===== src/rtl/bcd_to_bin.sv =====
// Sequential packed-BCD to unsigned binary converter, one digit per clock, MSD first.
// Start/busy/done handshake; nibbles above 9 abort the request immediately with err.
module bcd_to_bin #(
  parameter int DIGITS = 4,
  parameter int WIDTH  = 16
) (
  input  logic                clk,
  input  logic                rst,
  input  logic                start,
  input  logic [4*DIGITS-1:0] bcd,
  output logic [WIDTH-1:0]    bin,
  output logic                busy,
  output logic                done,
  output logic                err
);

  localparam int CNT_W = (DIGITS > 1) ? $clog2(DIGITS) : 1;

  typedef enum logic {IDLE, CONV} state_t;

  state_t              state;
  logic [4*DIGITS-1:0] digits_sr;
  logic [WIDTH-1:0]    acc;
  logic [WIDTH-1:0]    acc_next;
  logic [CNT_W-1:0]    cnt;
  logic [3:0]          msd;

  function automatic logic bad_digit(input logic [4*DIGITS-1:0] v);
    logic bad;
    bad = 1'b0;
    for (int i = 0; i < DIGITS; i++) begin
      if (v[4*i +: 4] > 4'd9) bad = 1'b1;
    end
    return bad;
  endfunction

  // acc*10 + d as two shifts and adds; WIDTH is sized so this never wraps
  function automatic logic [WIDTH-1:0] mac10(input logic [WIDTH-1:0] a, input logic [3:0] d);
    return (a << 3) + (a << 1) + WIDTH'(d);
  endfunction

  assign msd      = digits_sr[4*DIGITS-1 -: 4];
  assign acc_next = mac10(acc, msd);

  always_ff @(posedge clk) begin
    if (rst) begin
      state     <= IDLE;
      digits_sr <= '0;
      acc       <= '0;
      cnt       <= '0;
      bin       <= '0;
      busy      <= 1'b0;
      done      <= 1'b0;
      err       <= 1'b0;
    end else begin
      done <= 1'b0;
      case (state)
        IDLE: begin
          if (start) begin
            digits_sr <= bcd;
            acc       <= '0;
            cnt       <= '0;
            if (bad_digit(bcd)) begin
              bin  <= '0;
              err  <= 1'b1;
              done <= 1'b1;
            end else begin
              err   <= 1'b0;
              busy  <= 1'b1;
              state <= CONV;
            end
          end
        end
        CONV: begin
          acc       <= acc_next;
          digits_sr <= digits_sr << 4;
          cnt       <= cnt + 1'b1;
          // last digit folds straight into the result register
          if (cnt == CNT_W'(DIGITS-1)) begin
            bin   <= acc_next;
            done  <= 1'b1;
            busy  <= 1'b0;
            cnt   <= '0;
            state <= IDLE;
          end
        end
        default: state <= IDLE;
      endcase
    end
  end

endmodule


===== config.mk =====
export PLATFORM = sky130hd
export DESIGN_NAME = bcd_to_bin
export DESIGN_NICKNAME = d
export VERILOG_FILES = /design/src/rtl/bcd_to_bin.sv
export SDC_FILE = /design/constraint.sdc
export NUM_CORES = 1
export LEC_CHECK = 0
export CAP_MARGIN = 10
export CORE_MARGIN = 2
export CORE_UTILIZATION = 59
export CTS_CLUSTER_SIZE = 10
export DETAILED_ROUTE_END_ITERATION = 7
export HOLD_SLACK_MARGIN = 0.06
export PLACE_DENSITY = 0.88
export SKIP_CTS_REPAIR_TIMING = 1
export SLEW_MARGIN = 10
export SYNTH_ARGS = -nofsm -noshare
export SYNTH_HDL_FRONTEND = slang
export SYNTH_SLANG_ARGS = --single-unit

===== constraint.sdc =====
create_clock -name clk -period 4 [get_ports clk]
set_input_delay 0.8 -clock clk [delete_from_list [all_inputs] [get_ports clk]]
set_output_delay 0.8 -clock clk [all_outputs]
set_load 0.1 [all_outputs]

## Yosys cells after proc, flatten, opt, wreduce, memory -nomap -nowiden

Index checks and enable logic that the tools add are counted.

| cells by class | value |
|---|---|
| add/subtract/negate cells | 3 |
| magnitude comparators | 4 |
| equality and inequality tests | 5 |
| muxes and demuxes | 30 |
| bitwise gates (word level) | 1 |
| reductions and logical operators | 3 |

Operators with widths:

| cell | number |
|---|---|
| 2-to-1 mux 16 bit | 4 |
| one-hot mux 16 bit (2 select lines) | 2 |
| one-hot mux 15 bit (2 select lines) | 1 |
| adder 16 bit | 1 |
| adder 16 x 4 -> 16 bit | 1 |
| > comparator 4 bit, second input constant | 4 |
| 2-to-1 mux 1 bit | 16 |
| 2-to-1 mux 15 bit | 1 |
| inequality test 2 bit, second input constant | 3 |
| one-hot mux 1 bit (2 select lines) | 3 |
| AND reduction 3 bit | 2 |
| 2-to-1 mux 2 bit | 2 |
| one-hot mux 2 bit (2 select lines) | 1 |
| adder 2 x 1 -> 2 bit, second input constant | 1 |
| equality test 2 bit, second input constant | 1 |
| inequality test 2 x 1 -> 1 bit, second input constant | 1 |
| AND reduction 2 bit | 1 |
| NOT 1 bit | 1 |

| storage, ports and cells | value |
|---|---|
| register bits after elaboration | 53 |
| bits of input ports | 19 |
| output and inout port bits | 19 |
| logic and storage cells | 54 |

## Logic depth before layout (Yosys ltp)

Gate-level depths: netlist (run 1).

| logic depth | value |
|---|---|
| depth in word-level cells | 11 |
| mapped depth | 9 |

## Worst setup path before layout (run 1)

Ideal clock, no wire load.

| path | value |
|---|---|
| path kind | register to register |
| from | register digits_sr[15] |
| to | register acc[14] |
| library setup time | 117 ps |
| data arrival time | 2532 ps |
| slack | 1351 ps |
| cell stages (with the launch flop) | 10 |
| path buffers | 0 |
| clock period less this slack | 2649 ps |
| cells stage by stage | dfxtp_1 > inv_1 > fa_1 > inv_1 > fa_1 > a21o_1 > a221oi_2 > nor3b_1 > or3_1 > a32o_1 |

| between the ends | value |
|---|---|
| cells in the longest elaborated chain, start to end | 2 |

RTL lines:

| element | line | text |
|---|---|---|
| start: declaration | 22 | `logic [4*DIGITS-1:0] digits_sr;` |
| start signal: assignment | 76 | `digits_sr <= digits_sr << 4;` |
| adder 16 x 4 -> 16 bit | 39 | `return (a << 3) + (a << 1) + WIDTH'(d);` |
| one-hot mux 15 bit (2 select lines) | 57 | `case (state)` |
| end signal: assignment | 75 | `acc <= acc_next;` |
| end: declaration | 23 | `logic [WIDTH-1:0] acc;` |

No other way between the ends.
A chain may end at the register's enable or synchronous reset.

## Worst setup path in the final report (run 1)

| path | value |
|---|---|
| from | register acc[0] |
| to | register acc[14] |

| between the ends | value |
|---|---|
| cells in the longest elaborated chain, start to end | 3 |

RTL lines:

| element | line |
|---|---|
| adder 16 bit | 39 |
| adder 16 x 4 -> 16 bit | 39 |
| one-hot mux 15 bit (2 select lines) | 57 |

No other way between the ends.

==> impl_metrics.tcl, run 1 <==
set metrics [dict create \
    yosysTopAreaCellShare 0.358 \
    setup_tns_ps 0 \
    met3_length_um 373 \
    critPathRequiredTime_ps 4210 \
    die_x_um 74.9 \
    cts_sinks 53 \
    dp_cells 431 \
    synth_area_leader_cell "dfxtp_1" \
    row_count 25 \
    yosysSeqAreaShare 0.358 \
    synth_edf_count 0 \
    coreArea_mm2 0.00479 \
    die_h_um 74.9 \
    synth-main-ff-cell "dfxtp_1" \
    nNetsFinal 419 \
    post_dp_cell_area_mm2 0.00335 \
    diodes 0 \
    tightest_slew_ps 1090 \
    grtUsageTotal 0.264 \
    gp_congestion 0.959 \
    status "completed" \
    firstDrtPassIters 4 \
    stdcell_count 439 \
    cts_tree "built" \
    layout_commonest_cell "dfxtp_1" \
    cap_violations 0 \
    die-area_mm2 0.00561 \
    final_cell_mix "dfxtp_1 (52), nor2_1 (50), a21oi_1 (38), clkdlybuf4s50_1 (36), ha_1 (27)" \
    drive_above_1_share 0.0591 \
    finClkSkew_ps 14.8 \
    final_util 0.720 \
    period_minus_slack_ps 2850 \
    cts-htree-levels 2 \
    initial_core_util 0.620 \
    place_ws_ps 1180 \
    yosysUniqueCellTypes 53 \
    routed_via_density 6.12 \
    critPathMaxFanout 3 \
    hp-class "flip-flop to flip-flop" \
    clk_pin_slew_worst_paths_ps 100 \
    crit_path_start_kind "flip-flop" \
    syn_nets 394 \
    clockBufferDepth 2 \
    postLayoutCellArea_mm2 0.00344 \
    grt_pass1_wl_um 11500 \
    antenna_found_initial 0 \
    critPathArrivalTime_ps 3060 \
    worst_slack_ps 1150 \
    max_slew_margin 0.272 \
    finalCritPeriodShare 0.713 \
    yosysWarningCount 0 \
    cp-end-kind "flip-flop" \
    syn_inst 346 \
    grt_pass1_vias 2465 \
    async_flop_share 0 \
    cts_root_buf "clkbuf_8" \
    slew_violations 0 \
    powerDensity_mw_per_mm2 290 \
    grt_setup_unrepaired "no" \
    drc 0 \
    final-setup-viol-count 0 \
    overflow 0 \
    leakage_nw 1.50 \
    ys_ff_latch 53 \
    grt_max_degree 67 \
    routed_wl_um 7060 \
    avgSynthCellArea_um2 8.57 \
    clkLatencyLatePin_ps 310 \
    wl_met2_um 3360 \
    hold_viol 0 \
    cts_buffers 5 \
    timing.fmax_mhz 350 \
    ir_worst_vdd_v 0.000237 \
    final_antenna_net_count 0 \
    io_buffer_count 37 \
    routedLengthMet1_um 3150 \
    route.vias.total 2688 \
    routed.top_layer "met4" \
    synth_area_mm2 0.00297 \
    place_hpwl_um 5020 \
    detail_route.wl_per_cell_um 16.1 \
    synthTopCellsByArea "dfxtp_1 (36%), ha_1 (11%), a21oi_1 (6.4%)" \
    areaGrowthSynthToFinish_pct 16.2 \
    pin_count 38 \
    drt_first_iter_violations 182 \
    crit_type "flip-flop to flip-flop" \
]
[stage by stage]
stage          hold WS (ps)  total power (W)
2_1_floorplan           429         0.000654
3_3_place_gp            443         0.000694
3_5_place_dp            450         0.000697
4_1_cts                 470          0.00100
5_1_grt                 491          0.00104
6_report                465          0.00100
[where the power goes]
part | total [W] | switching, W | internal (W)
combinational | 0.000127 | 0.0000786 | 0.0000481
clock | 0.000312 | 0.000185 | 0.000127
sequential | 0.000561 | 0.0000179 | 0.000544
[worst max-delay path, cell delays in order, from the launching register on]
cell,delay (ps)
dfxtp_1,360
inv_1,70
fa_1,500
inv_1,70
fa_1,470
a21o_1,210
a221oi_2,320
nor3b_1,110
or3_1,380
a32o_1,270
[final timing paths]
| check | startpoint | to | slack (ps) | depth (start not counted) |
|---|---|---|---|---|
| setup reg to reg | acc[0] | acc[14] | 1150 | 9 |
| hold / removal | bin[1] | bin[1] | 460 | 2 |
| setup / recovery | acc[0] | acc[14] | 1150 | 9 |
| hold reg to reg | bin[1] | bin[1] | 460 | 2 |
[registers in the layout (all words and copies together), names as in the netlist]
| register | flops |
|---|---|
| acc | 15 |
| bin | 16 |
| busy | 1 |
| cnt | 2 |
| digits_sr | 16 |
| done | 1 |
| err | 1 |
| state | 1 |
[cells by family after synthesis]
logic type / count (synthesis) / synth area share
AND/OR/NAND/NOR: 124 / 0.206
AO/OA/AOI/OAI: 89 / 0.190
flip-flops: 53 / 0.358
adder cells (fa/ha/maj): 29 / 0.127
buffers and inverters: 27 / 0.0346
multiplexers: 18 / 0.0612
XOR/XNOR: 6 / 0.0228
[Yosys cell counts, types with 6 or more instances]
master    count
dfxtp_1      53
nor2_1       50
a21oi_1      38
ha_1         27
nand2_1      19
clkbuf_1     18
mux2i_1      17
o21ai_0      12
nand3_1      11
a22oi_1       8
nor3b_1       8
inv_1         6
nor3_1        6
[area by class of cell]
type / instances / area [um^2]
multi-input cells: 266 / 1800
fillers: 376 / 1340
flip-flops and latches: 53 / 1060
repair buffers: 39 / 380
well taps: 67 / 83.8
clock buffers: 5 / 68.8
clock inverters: 3 / 25.0
inverters: 6 / 22.5
[per-layer routing]
layer  vias to the layer above  GRT usage
met4                         0     0.0992
li1                       1303          -
met2                        89      0.430
met1                      1277      0.352
met3                        19     0.0469
met5                         -          0
Note: power is estimated with default switching activity, not from simulation.
==> run 2: changes to the inputs <==
--- a/config.mk
+++ b/config.mk
@@ -7,11 +7,11 @@
 export LEC_CHECK = 0
 export CAP_MARGIN = 10
 export CORE_MARGIN = 2
-export CORE_UTILIZATION = 59
+export CORE_UTILIZATION = 50
 export CTS_CLUSTER_SIZE = 10
 export DETAILED_ROUTE_END_ITERATION = 7
 export HOLD_SLACK_MARGIN = 0.06
-export PLACE_DENSITY = 0.88
+export PLACE_DENSITY = 0.8
 export SKIP_CTS_REPAIR_TIMING = 1
 export SLEW_MARGIN = 10
 export SYNTH_ARGS = -nofsm -noshare
==> constraint.sdc (replaced) <==
create_clock -name clk -period 2.35 [get_ports clk]
set_input_delay 0.47 -clock clk [delete_from_list [all_inputs] [get_ports clk]]
set_output_delay 0.47 -clock clk [all_outputs]
set_load 0.1 [all_outputs]
==> impl_metrics.tcl, run 2 (synthesized netlist as in run 1, its figures left out) <==
set metrics [dict create \
    max_slew_margin 0.540 \
    crit_type "flip-flop to flip-flop" \
    dp_cells 461 \
    seqPwrFrac 0.527 \
    tightest_slew_ps 688 \
    crit_slowest_cell "fa_1" \
    coreArea_mm2 0.00582 \
    routed_via_density 5.78 \
    drt_first_iter_violations 161 \
    routed_wl_um 7530 \
    place_hpwl_um 5340 \
    cp-end-kind "flip-flop" \
    areaGrowthSynthToFinish_pct 26.2 \
    cts-htree-levels 2 \
    slew_violations 0 \
    hp-class "flip-flop to flip-flop" \
    final-setup-viol-count 13 \
    p_comb_frac 0.132 \
    worst_slack_ps -223 \
    cts_root_buf "clkbuf_8" \
    drive_above_1_share 0.215 \
    overflow 0 \
    crit_chain "inv_2 > fa_1 > inv_2 > fa_2 > a21o_1 > a221oi_2 > nor3b_2 > or3_1 > a31o_2" \
    period_minus_slack_ps 2570 \
    final_cell_mix "nor2_1 (50), dfxtp_1 (50), buf_4 (44), a21oi_1 (35), ha_1 (26)" \
    netSwitchingFraction 0.263 \
    pin_count 38 \
    diodes 0 \
    grtUsageTotal 0.231 \
    regArea_mm2 0.00106 \
    critPathRequiredTime_ps 2560 \
    critPathMaxFanout 3 \
    multi_input_area_mm2 0.00193 \
    gp_congestion 0.889 \
    die_x_um 81.0 \
    cts_sinks 53 \
    violations "setup timing" \
    initial_core_util 0.510 \
    clk_pin_slew_worst_paths_ps 90 \
    grt_pass1_wl_um 11700 \
    hold_start "bin[0]" \
    nNetsFinal 444 \
    die-area_mm2 0.00656 \
    grt_pass1_vias 2509 \
    timing.fmax_mhz 389 \
    final_util 0.643 \
    nFillCells 506 \
    ir_worst_vdd_v 0.000378 \
    powerDensity_mw_per_mm2 480 \
    firstDrtPassIters 5 \
    finalCritPeriodShare 1.09 \
    critPathArrivalTime_ps 2790 \
    cts_buffers 5 \
    power.internal_w 0.00132 \
    status "finished, violations left" \
    stdcell_count 471 \
    slowest_delay_ps 540 \
    route.vias.total 2723 \
    io_buffer_count 37 \
    crit_start "acc[2]" \
    top_regs "bin: 16 flops, digits_sr: 16 flops, acc: 15 flops" \
    cap_violations 0 \
    cts_tree "built" \
    hold_viol 0 \
    power.switching_w 0.000472 \
    p_clk_frac 0.341 \
    clkLatencyLatePin_ps 310 \
    antenna_found_initial 0 \
    cpMostUsedCell "inv_2" \
    crit_path_start_kind "flip-flop" \
    grt_max_degree 28 \
    leakage_nw 1.69 \
    grt_setup_unrepaired "yes" \
    clockBufferDepth 2 \
    die_h_um 81.0 \
    r2r_start "acc[2]" \
    final_antenna_net_count 0 \
    detail_route.wl_per_cell_um 16.0 \
    row_count 28 \
    drc 0 \
    finClkSkew_ps 6.96 \
]
run 2: final timing paths:
kind | endpoint | slack (ps) | cells after the start
max reg2reg | bin[14] | -220 | 9
min | bin[0] | 470 | 2
max | bin[14] | -220 | 9
min reg2reg | bin[0] | 470 | 2
run 2: metal layers:
metal  part of all wire  GRT usage
met1               0.45      0.304
met2               0.48      0.374
met3              0.053     0.0456
met4              0.017     0.0864
met5                  0          0
run 2: cell type report:
type | count | share of cell area
Multi-Input combinational cell | 266 | 0.515
Tap cell | 75 | 0.0251
Timing Repair Buffer | 64 | 0.141
Clock buffer | 5 | 0.0184
Inverter | 6 | 0.00602
Clock inverter | 2 | 0.00936
Sequential cell | 53 | 0.285
run 2: power groups by stage:
stage,clock network [W],registers (W),logic (W)
after floorplan,0,0.00100,0.000113
after global placement,0,0.000966,0.000228
after detailed placement,0,0.000966,0.000232
after CTS,0.000619,0.000946,0.000233
after global routing,0.000651,0.000950,0.000257
final,0.000613,0.000946,0.000237
run 2: stage by stage:
step	power [W]	area (um^2)	TNS, ps	hold WS [ps]	setup slack [ps]
finish	0.00180	3740	-1630	468	-223
global route	0.00186	3740	-3000	481	-314
CTS	0.00180	3600	-2740	473	-232
detailed placement	0.00120	3490	-2120	452	-202
global placement	0.00119	3490	-1600	447	-175
floorplan	0.00111	2980	-631	429	-155
run 2: worst max-delay path, delay by kind of cell (launching register included):
family	cells	cell delay (ps)
compound gates	3	730
fa+ha+maj	2	870
buf+inv	2	90
flops	1	350
simple gates	2	420
